--- config.mk ---
export PLATFORM = sky130hd
export DESIGN_NAME = sm4_job_scheduler
export DESIGN_NICKNAME = d
export VERILOG_FILES = /design/src/rtl/sm4_pkg.sv /design/src/rtl/sm4_watchdog.sv /design/src/rtl/sm4_job_scheduler.sv
export SDC_FILE = /design/constraint.sdc
export NUM_CORES = 1
export LEC_CHECK = 0
export ABC_CLOCK_PERIOD_IN_PS = 4100
export CAP_MARGIN = 40
export CORE_AREA = 2 2 561 563
export DETAILED_ROUTE_END_ITERATION = 10
export DIE_AREA = 0 0 563 565
export PLACE_DENSITY_LB_ADDON = 0.1
export SYNTH_ARGS = -nofsm -noshare
export SYNTH_HDL_FRONTEND = slang
export SYNTH_HIERARCHICAL = 1
export SYNTH_SLANG_ARGS = --single-unit
--- constraint.sdc ---
create_clock -name clk -period 4.1 [get_ports clk]
set_input_delay 0.82 -clock clk [delete_from_list [all_inputs] [get_ports clk]]
set_output_delay 0.82 -clock clk [all_outputs]
set_load 0.01 [all_outputs]
--- src/rtl/sm4_pkg.sv ---
// Shared definitions for the SM4 job scheduler: command codes, scheduler states, defaults.
// Latency: n/a (package only).
// Backpressure: n/a.
package sm4_pkg;

  localparam logic [1:0] SM4_CMD_PAUSE = 2'b00;
  localparam logic [1:0] SM4_CMD_KEY   = 2'b01;
  localparam logic [1:0] SM4_CMD_ENC   = 2'b10;
  localparam logic [1:0] SM4_CMD_DEC   = 2'b11;

  localparam int SM4_TMO_CYC = 1024;
  localparam int SM4_CNT_W   = 32;

  typedef enum logic [2:0] {
    ST_IDLE   = 3'd0,
    ST_KEYEXP = 3'd1,
    ST_FETCH  = 3'd2,
    ST_SEND   = 3'd3,
    ST_WAIT   = 3'd4,
    ST_WRITE  = 3'd5,
    ST_DONE   = 3'd6,
    ST_ERR    = 3'd7
  } sched_state_e;

  // Only encrypt and decrypt are legal job modes; pause/key are wrapper-internal.
  function automatic logic cmd_is_valid(input logic [1:0] cmd);
    return (cmd != SM4_CMD_PAUSE) && (cmd != SM4_CMD_KEY);
  endfunction

endpackage

--- src/rtl/sm4_watchdog.sv ---
// Handshake watchdog: counts enabled cycles, flags expiry on the TMO_CYC-th consecutive cycle.
// Latency: expire_o is combinational from the count register.
// Backpressure: none; clr_i restarts the count (owner clears it on every state change).
module sm4_watchdog
  import sm4_pkg::*;
#(
  parameter int TMO_CYC = SM4_TMO_CYC
) (
  input  logic clk,
  input  logic rst_n,
  input  logic clr_i,
  input  logic en_i,
  output logic expire_o
);

  localparam int CW = $clog2(TMO_CYC + 1);
  localparam logic [CW-1:0] LIMIT = CW'(TMO_CYC - 1);

  logic [CW-1:0] cnt_q, cnt_d;

  // Next count: clear wins, otherwise count enabled cycles and saturate at the limit.
  always_comb begin
    cnt_d = cnt_q;
    if (clr_i) begin
      cnt_d = '0;
    end else if (en_i && (cnt_q != LIMIT)) begin
      cnt_d = cnt_q + 1'b1;
    end
  end

  // Count register.
  always_ff @(posedge clk or negedge rst_n) begin
    if (!rst_n) begin
      cnt_q <= '0;
    end else begin
      cnt_q <= cnt_d;
    end
  end

  assign expire_o = en_i && (cnt_q == LIMIT);

endmodule

--- src/rtl/sm4_job_scheduler.sv ---
// Sequences one SM4 job: key expansion, then per group pair read -> engine -> write-back.
// Latency per pair: rd latency + 1 + engine latency + wr latency + 1; pairs never overlap.
// Backpressure: every handshake waits indefinitely for its ack, bounded by the watchdog (-> job_err).
module sm4_job_scheduler
  import sm4_pkg::*;
#(
  parameter int TMO_CYC = SM4_TMO_CYC,
  parameter int CNT_W   = SM4_CNT_W
) (
  input  logic             clk,
  input  logic             rst_n,
  input  logic             job_start_i,
  input  logic [1:0]       job_cmd_i,
  input  logic [127:0]     job_key_i,
  input  logic [CNT_W-1:0] job_base_i,
  input  logic [CNT_W-1:0] job_count_i,
  output logic             job_busy_o,
  output logic             job_done_o,
  output logic             job_err_o,
  output logic             rd_req_o,
  output logic [CNT_W-1:0] rd_idx_o,
  input  logic             rd_ack_i,
  input  logic [255:0]     rd_data_i,
  output logic             eng_start_o,
  output logic [127:0]     eng_key_o,
  output logic [1:0]       eng_cmd_o,
  output logic [255:0]     eng_din_o,
  output logic             eng_send_o,
  input  logic             eng_key_vld_i,
  input  logic             eng_round_ok_i,
  input  logic [255:0]     eng_dout_i,
  output logic             eng_out_ok_o,
  output logic             wr_req_o,
  output logic [CNT_W-1:0] wr_idx_o,
  output logic [255:0]     wr_data_o,
  output logic [1:0]       wr_mask_o,
  input  logic             wr_ack_i
);

  sched_state_e     state_q, state_d;
  logic [127:0]     key_q, key_d;
  logic [1:0]       cmd_q, cmd_d;
  logic [CNT_W-1:0] cur_q, cur_d;
  logic [CNT_W-1:0] rem_q, rem_d;
  logic [255:0]     pair_q, pair_d;
  logic [255:0]     res_q, res_d;

  logic last_grp;
  logic wd_en, wd_clr, wd_expire;

  // A single trailing group means the pair is half-populated.
  assign last_grp = (rem_q == CNT_W'(1));

  assign wd_en  = (state_q == ST_KEYEXP) || (state_q == ST_FETCH) ||
                  (state_q == ST_WAIT)   || (state_q == ST_WRITE);
  assign wd_clr = (state_d != state_q);

  sm4_watchdog #(
    .TMO_CYC (TMO_CYC)
  ) u_wdog (
    .clk      (clk),
    .rst_n    (rst_n),
    .clr_i    (wd_clr),
    .en_i     (wd_en),
    .expire_o (wd_expire)
  );

  assign job_busy_o = (state_q != ST_IDLE);
  assign eng_key_o  = key_q;
  assign eng_cmd_o  = cmd_q;
  assign eng_din_o  = pair_q;

  // Next-state and per-state outputs; a handshake seen in the expiry cycle still wins.
  always_comb begin
    state_d      = state_q;
    key_d        = key_q;
    cmd_d        = cmd_q;
    cur_d        = cur_q;
    rem_d        = rem_q;
    pair_d       = pair_q;
    res_d        = res_q;
    job_done_o   = 1'b0;
    job_err_o    = 1'b0;
    rd_req_o     = 1'b0;
    rd_idx_o     = '0;
    eng_start_o  = 1'b0;
    eng_send_o   = 1'b0;
    eng_out_ok_o = 1'b0;
    wr_req_o     = 1'b0;
    wr_idx_o     = '0;
    wr_data_o    = '0;
    wr_mask_o    = 2'b00;

    case (state_q)
      ST_IDLE: begin
        if (job_start_i) begin
          key_d = job_key_i;
          cmd_d = job_cmd_i;
          cur_d = job_base_i;
          rem_d = job_count_i;
          if (!cmd_is_valid(job_cmd_i)) begin
            state_d = ST_ERR;
          end else if (job_count_i == '0) begin
            state_d = ST_DONE;
          end else begin
            state_d = ST_KEYEXP;
          end
        end
      end
      ST_KEYEXP: begin
        eng_start_o = 1'b1;
        if (eng_key_vld_i) begin
          state_d = ST_FETCH;
        end else if (wd_expire) begin
          state_d = ST_ERR;
        end
      end
      ST_FETCH: begin
        eng_start_o = 1'b1;
        rd_req_o    = 1'b1;
        rd_idx_o    = cur_q;
        if (rd_ack_i) begin
          pair_d  = last_grp ? {128'd0, rd_data_i[127:0]} : rd_data_i;
          state_d = ST_SEND;
        end else if (wd_expire) begin
          state_d = ST_ERR;
        end
      end
      ST_SEND: begin
        eng_start_o = 1'b1;
        eng_send_o  = 1'b1;
        state_d     = ST_WAIT;
      end
      ST_WAIT: begin
        eng_start_o = 1'b1;
        eng_send_o  = 1'b1;
        if (eng_round_ok_i) begin
          res_d   = eng_dout_i;
          state_d = ST_WRITE;
        end else if (wd_expire) begin
          state_d = ST_ERR;
        end
      end
      ST_WRITE: begin
        eng_start_o = 1'b1;
        wr_req_o    = 1'b1;
        wr_idx_o    = cur_q;
        wr_data_o   = res_q;
        wr_mask_o   = last_grp ? 2'b01 : 2'b11;
        if (wr_ack_i) begin
          eng_out_ok_o = 1'b1;
          cur_d        = cur_q + CNT_W'(2);
          rem_d        = (rem_q > CNT_W'(2)) ? (rem_q - CNT_W'(2)) : '0;
          state_d      = (rem_q > CNT_W'(2)) ? ST_FETCH : ST_DONE;
        end else if (wd_expire) begin
          state_d = ST_ERR;
        end
      end
      ST_DONE: begin
        job_done_o = 1'b1;
        state_d    = ST_IDLE;
      end
      ST_ERR: begin
        job_err_o = 1'b1;
        state_d   = ST_IDLE;
      end
      default: begin
        state_d = ST_IDLE;
      end
    endcase
  end

  // State and datapath registers.
  always_ff @(posedge clk or negedge rst_n) begin
    if (!rst_n) begin
      state_q <= ST_IDLE;
      key_q   <= '0;
      cmd_q   <= '0;
      cur_q   <= '0;
      rem_q   <= '0;
      pair_q  <= '0;
      res_q   <= '0;
    end else begin
      state_q <= state_d;
      key_q   <= key_d;
      cmd_q   <= cmd_d;
      cur_q   <= cur_d;
      rem_q   <= rem_d;
      pair_q  <= pair_d;
      res_q   <= res_d;
    end
  end

endmodule
==> key figures <==
Outcome
  • Status: finished clean

Place
  • Dpl ws: -1.35 ns
  • Gpl congestion: 0.776
  • Cell Area, Placed: 0.0509 mm^2
  • Dpl cells: 8,139
  • Input/output buffers: 1,428
  • Post-DP HPWL: between 150,000 and 200,000 um

Timing
  • Final period util: 0.952
  • Fmax achieved: ~260 MHz
  • Final setup vio count: 0
  • Final hold slack: between 0.4 and 0.5 ns
  • Worst Tran Pin Value: 0.900 ns
  • Hold Fails Final Rpt: 0
  • Final Slew Violations: 0
  • Minimum clock period: 3.90 ns
  • RSZ-0062 raised after global routing: no
  • Worst setup margin: approximately 0.20 ns
  • Clock Skew: 0.0645 ns
  • Worst rel slew slack: 0.400

Setup path
  • Crit end category: flip-flop
  • Max incr delay on CP: 0.42 ns
  • Worst EP arrival: 4.57 ns
  • Critical Path, Cell by Cell: dlymetal6s2s_1 > buf_6 > nor4_4 > buf_6 > nand4_1 > buf_6 > o211ai_1 > a21oi_1 > nor2_1 > nand2_1 > or3_4 > nor3_4 > buf_4 > o211ai_1 > a211oi_1 > o21ai_0 > a32oi_1 > buf_4 > nor2_1 > mux2_1
  • CP delay by family, top: simple AND/OR/NAND/NOR gates
  • Worst path required time: 4.76 ns
  • CP startpoint kind: input pin
  • Crit path max-delay cell type: or3_4
  • CP dominant cell by count: buf_6
  • Kind of critical path: input pin to flip-flop
  • WP buf/inv: 6
  • CP Max Fanout: 5

Synthesis
  • Syn. warnings: 6
  • Post-synth top area share: 0.589
  • Synth Area per Inst: 11.7 um^2
  • Most common cell in the netlist: dfrtp_1
  • Post-Syn Instances: 2,615
  • #FFs+latches synth: 720
  • Synthesized area: around 0.03 mm^2
  • Primary FF master, synth: dfrtp_1
  • Post-Syn Nets: 3,331
  • Dominant cell type by area after synthesis: dfrtp_1
  • Synth area leaders: dfrtp_1 (59%), mux2_2 (14%), and2_1 (6.4%)
  • Register area share after synthesis: 0.589
  • Commonest cells post-synth: dfrtp_1 (720), nand2_1 (450), mux2_2 (384), and2_1 (314), clkbuf_1 (165)
  • Distinct cells, synth: between 70 and 80
  • Post-synth ARST share: 1.00
  • Post-synth EDFFs: 0

Final layout
  • Post-Layout Cell Count: 8,385
  • Layout cells sized above 1: 0.180
  • Fin nets: about 4,800
  • Fill count: about 35,000
  • Post-route cell area: between 0.05 and 0.06 mm^2
  • Area delta synth->final: 79.3%

Clocking
  • Sink Count: 720
  • Clock root buffer: clkbuf_16
  • Clk buf depth: 4
  • Clock transition at the registers of the reported paths: 0.06 ns
  • Count of H-tree levels built during CTS: 3
  • Inserted Clock Buffers: roughly 110
  • Skew-Pair Late Insertion Delay: 0.85 ns
  • CTS tree: yes

Routing
  • DR DRC count: 0
  • Wire length per cell: 25.6 um
  • Initial DRT Pass Iterations: 5
  • Starting DRC count in detailed routing: 1,405
  • Vias/cell: 3.26
  • Routed WL: 214,000 um
  • Antenna Nets Post-Route: 0
  • Vias: 27,400

Die
  • # IOs: 1,429
  • Die ar.: 0.318 mm^2
  • Die width: 563 um
  • Total core area: 0.311 mm^2
  • Row count: 205
  • Die Y: 565 um
  • Initial Util: 0.0982

Power and ir drop
  • PwrDens: 727 mW/mm^2
  • Leak: 22.1 nW
  • Max VDD drop: 362 uV

Min path
  • Worst hold path class: input pin to flip-flop

GRT
  • Largest net degree at the start of global routing: 125
  • Vias in the first global route: just under 30,000
  • Tot GR Track Use: 0.129
  • GRT overflow: 0
  • Initial antenna violation count: 135
  • First-pass GRT wire length: 280,000 um

Job
  • # Max-Cap Violations: 0
==> stage by stage <==
stage                     total power [mW]  setup TNS [ns]  utilization
after global routing                  42.5               0        0.176
after global placement                30.8          -13.80        0.163
final                                 39.9               0        0.176
after CTS                             41.0               0        0.175
after detailed placement              30.8          -16.11        0.163
after floorplan                       19.4               0            -
==> tightest hold or removal path, stage by stage <==
cell and delay, ns:
dlymetal6s2s_1 0.16, a22oi_1 0.13, o21ai_0 0.09
==> area by class of cell <==
class                      instances  area, um^2  area share
antenna                           36        90.1     0.00164
clock buffer                     167        3270      0.0597
clock inverter                    35         323     0.00589
inverter                          26         124     0.00226
multi-input combinational       1693       11900       0.218
sequential                       720       18000       0.329
tap                             4140        5180      0.0944
timing repair buffer            1567       15900       0.290
timing repair inverter             1        8.76    0.000160
==> layout by cell type, fill, tap and decap left out, types with 10 or more instances in the layout <==
master | synthesis | layout
buf_4 | 1 | 118
or3_1 | 12 | 11
dlymetal6s2s_1 | 0 | 25
buf_12 | 0 | 41
o21ai_0 | 52 | 51
nor2_1 | 45 | 44
a22oi_1 | 10 | 10
a21oi_1 | 43 | 41
clkdlybuf4s50_1 | 0 | 1370
clkbuf_1 | 165 | 32
nor3_1 | 29 | 25
inv_1 | 25 | 24
and2_1 | 314 | 314
clkbuf_8 | 1 | 20
clkbuf_16 | 0 | 116
o2bb2ai_1 | 13 | 13
nand3_1 | 22 | 22
diode_2 | 0 | 36
clkinv_2 | 0 | 22
o22ai_1 | 13 | 13
nand2_1 | 450 | 448
nand4_1 | 17 | 17
mux2_2 | 384 | 384
dfrtp_1 | 720 | 717
o31ai_1 | 10 | 10
nor4_1 | 26 | 19
a2bb2oi_1 | 10 | 10
a22o_1 | 136 | 136
==> cells by family after synthesis <==
logic type	count (synthesis)	synth area share
AO/OA/AOI/OAI	344	0.0851
adder cells (fa/ha/maj)	3	0.00123
multiplexers	388	0.143
buffers and inverters	202	0.0266
AND/OR/NAND/NOR	957	0.155
XOR/XNOR	1	0.000286
flip-flops	720	0.589
==> per-layer routing <==
| metal | vias up | wire [um] | GRT usage |
|---|---|---|---|
| li1 | 12200 | - | - |
| met1 | 13600 | 80400 | 0.141 |
| met2 | 1153 | 105000 | 0.221 |
| met3 | 355 | 22900 | 0.0642 |
| met4 | 98 | 5590 | 0.0345 |
| met5 | - | 702 | 0.00208 |
==> power breakdown <==
group	internal [mW]	leakage [nW]	switching, mW	total (mW)
clock	5.68	1.77	4.01	9.69
combinational	8.96	11.5	8.46	17.4
sequential	10.5	8.83	2.32	12.8
==> repair_timing <==
| action | 4_1_cts | 5_1_grt |
|---|---|---|
| hold buffers | 1 | 0 |
| gates resized for setup | 15 | 43 |
| pin swaps | 4 | 16 |
| gates cloned | 1 | 1 |
| hold endpoints to repair | 2 | 0 |
| setup buffers | 3 | 2 |
| setup endpoints to repair | 179 | 24 |
==> path summary, 6_finish.rpt <==
kind                                 start         endpoint  slack [ns]  depth (start not counted)
max in group asynchronous            rst_n   eng_din_o[236]        2.42                          3
hold / removal             job_count_i[14]        rem_q[14]        0.44                          3
setup reg to reg                state_q[2]  u_wdog/cnt_q[0]        0.52                         16
min in group asynchronous            rst_n    eng_key_o[64]        0.60                          2
setup / recovery           job_count_i[21]  u_wdog/cnt_q[0]        0.20                         20
hold reg to reg              eng_key_o[61]    eng_key_o[61]        0.47                          2
==> registers in the layout, summed over array words and instances (netlist names) <==
register      cells
rem_q            32
eng_din_o       256
eng_key_o       128
u_wdog/cnt_q     11
eng_cmd_o         2
state_q           3
cur_q            32
res_q           256
Note: power is estimated with default switching activity, not from simulation.
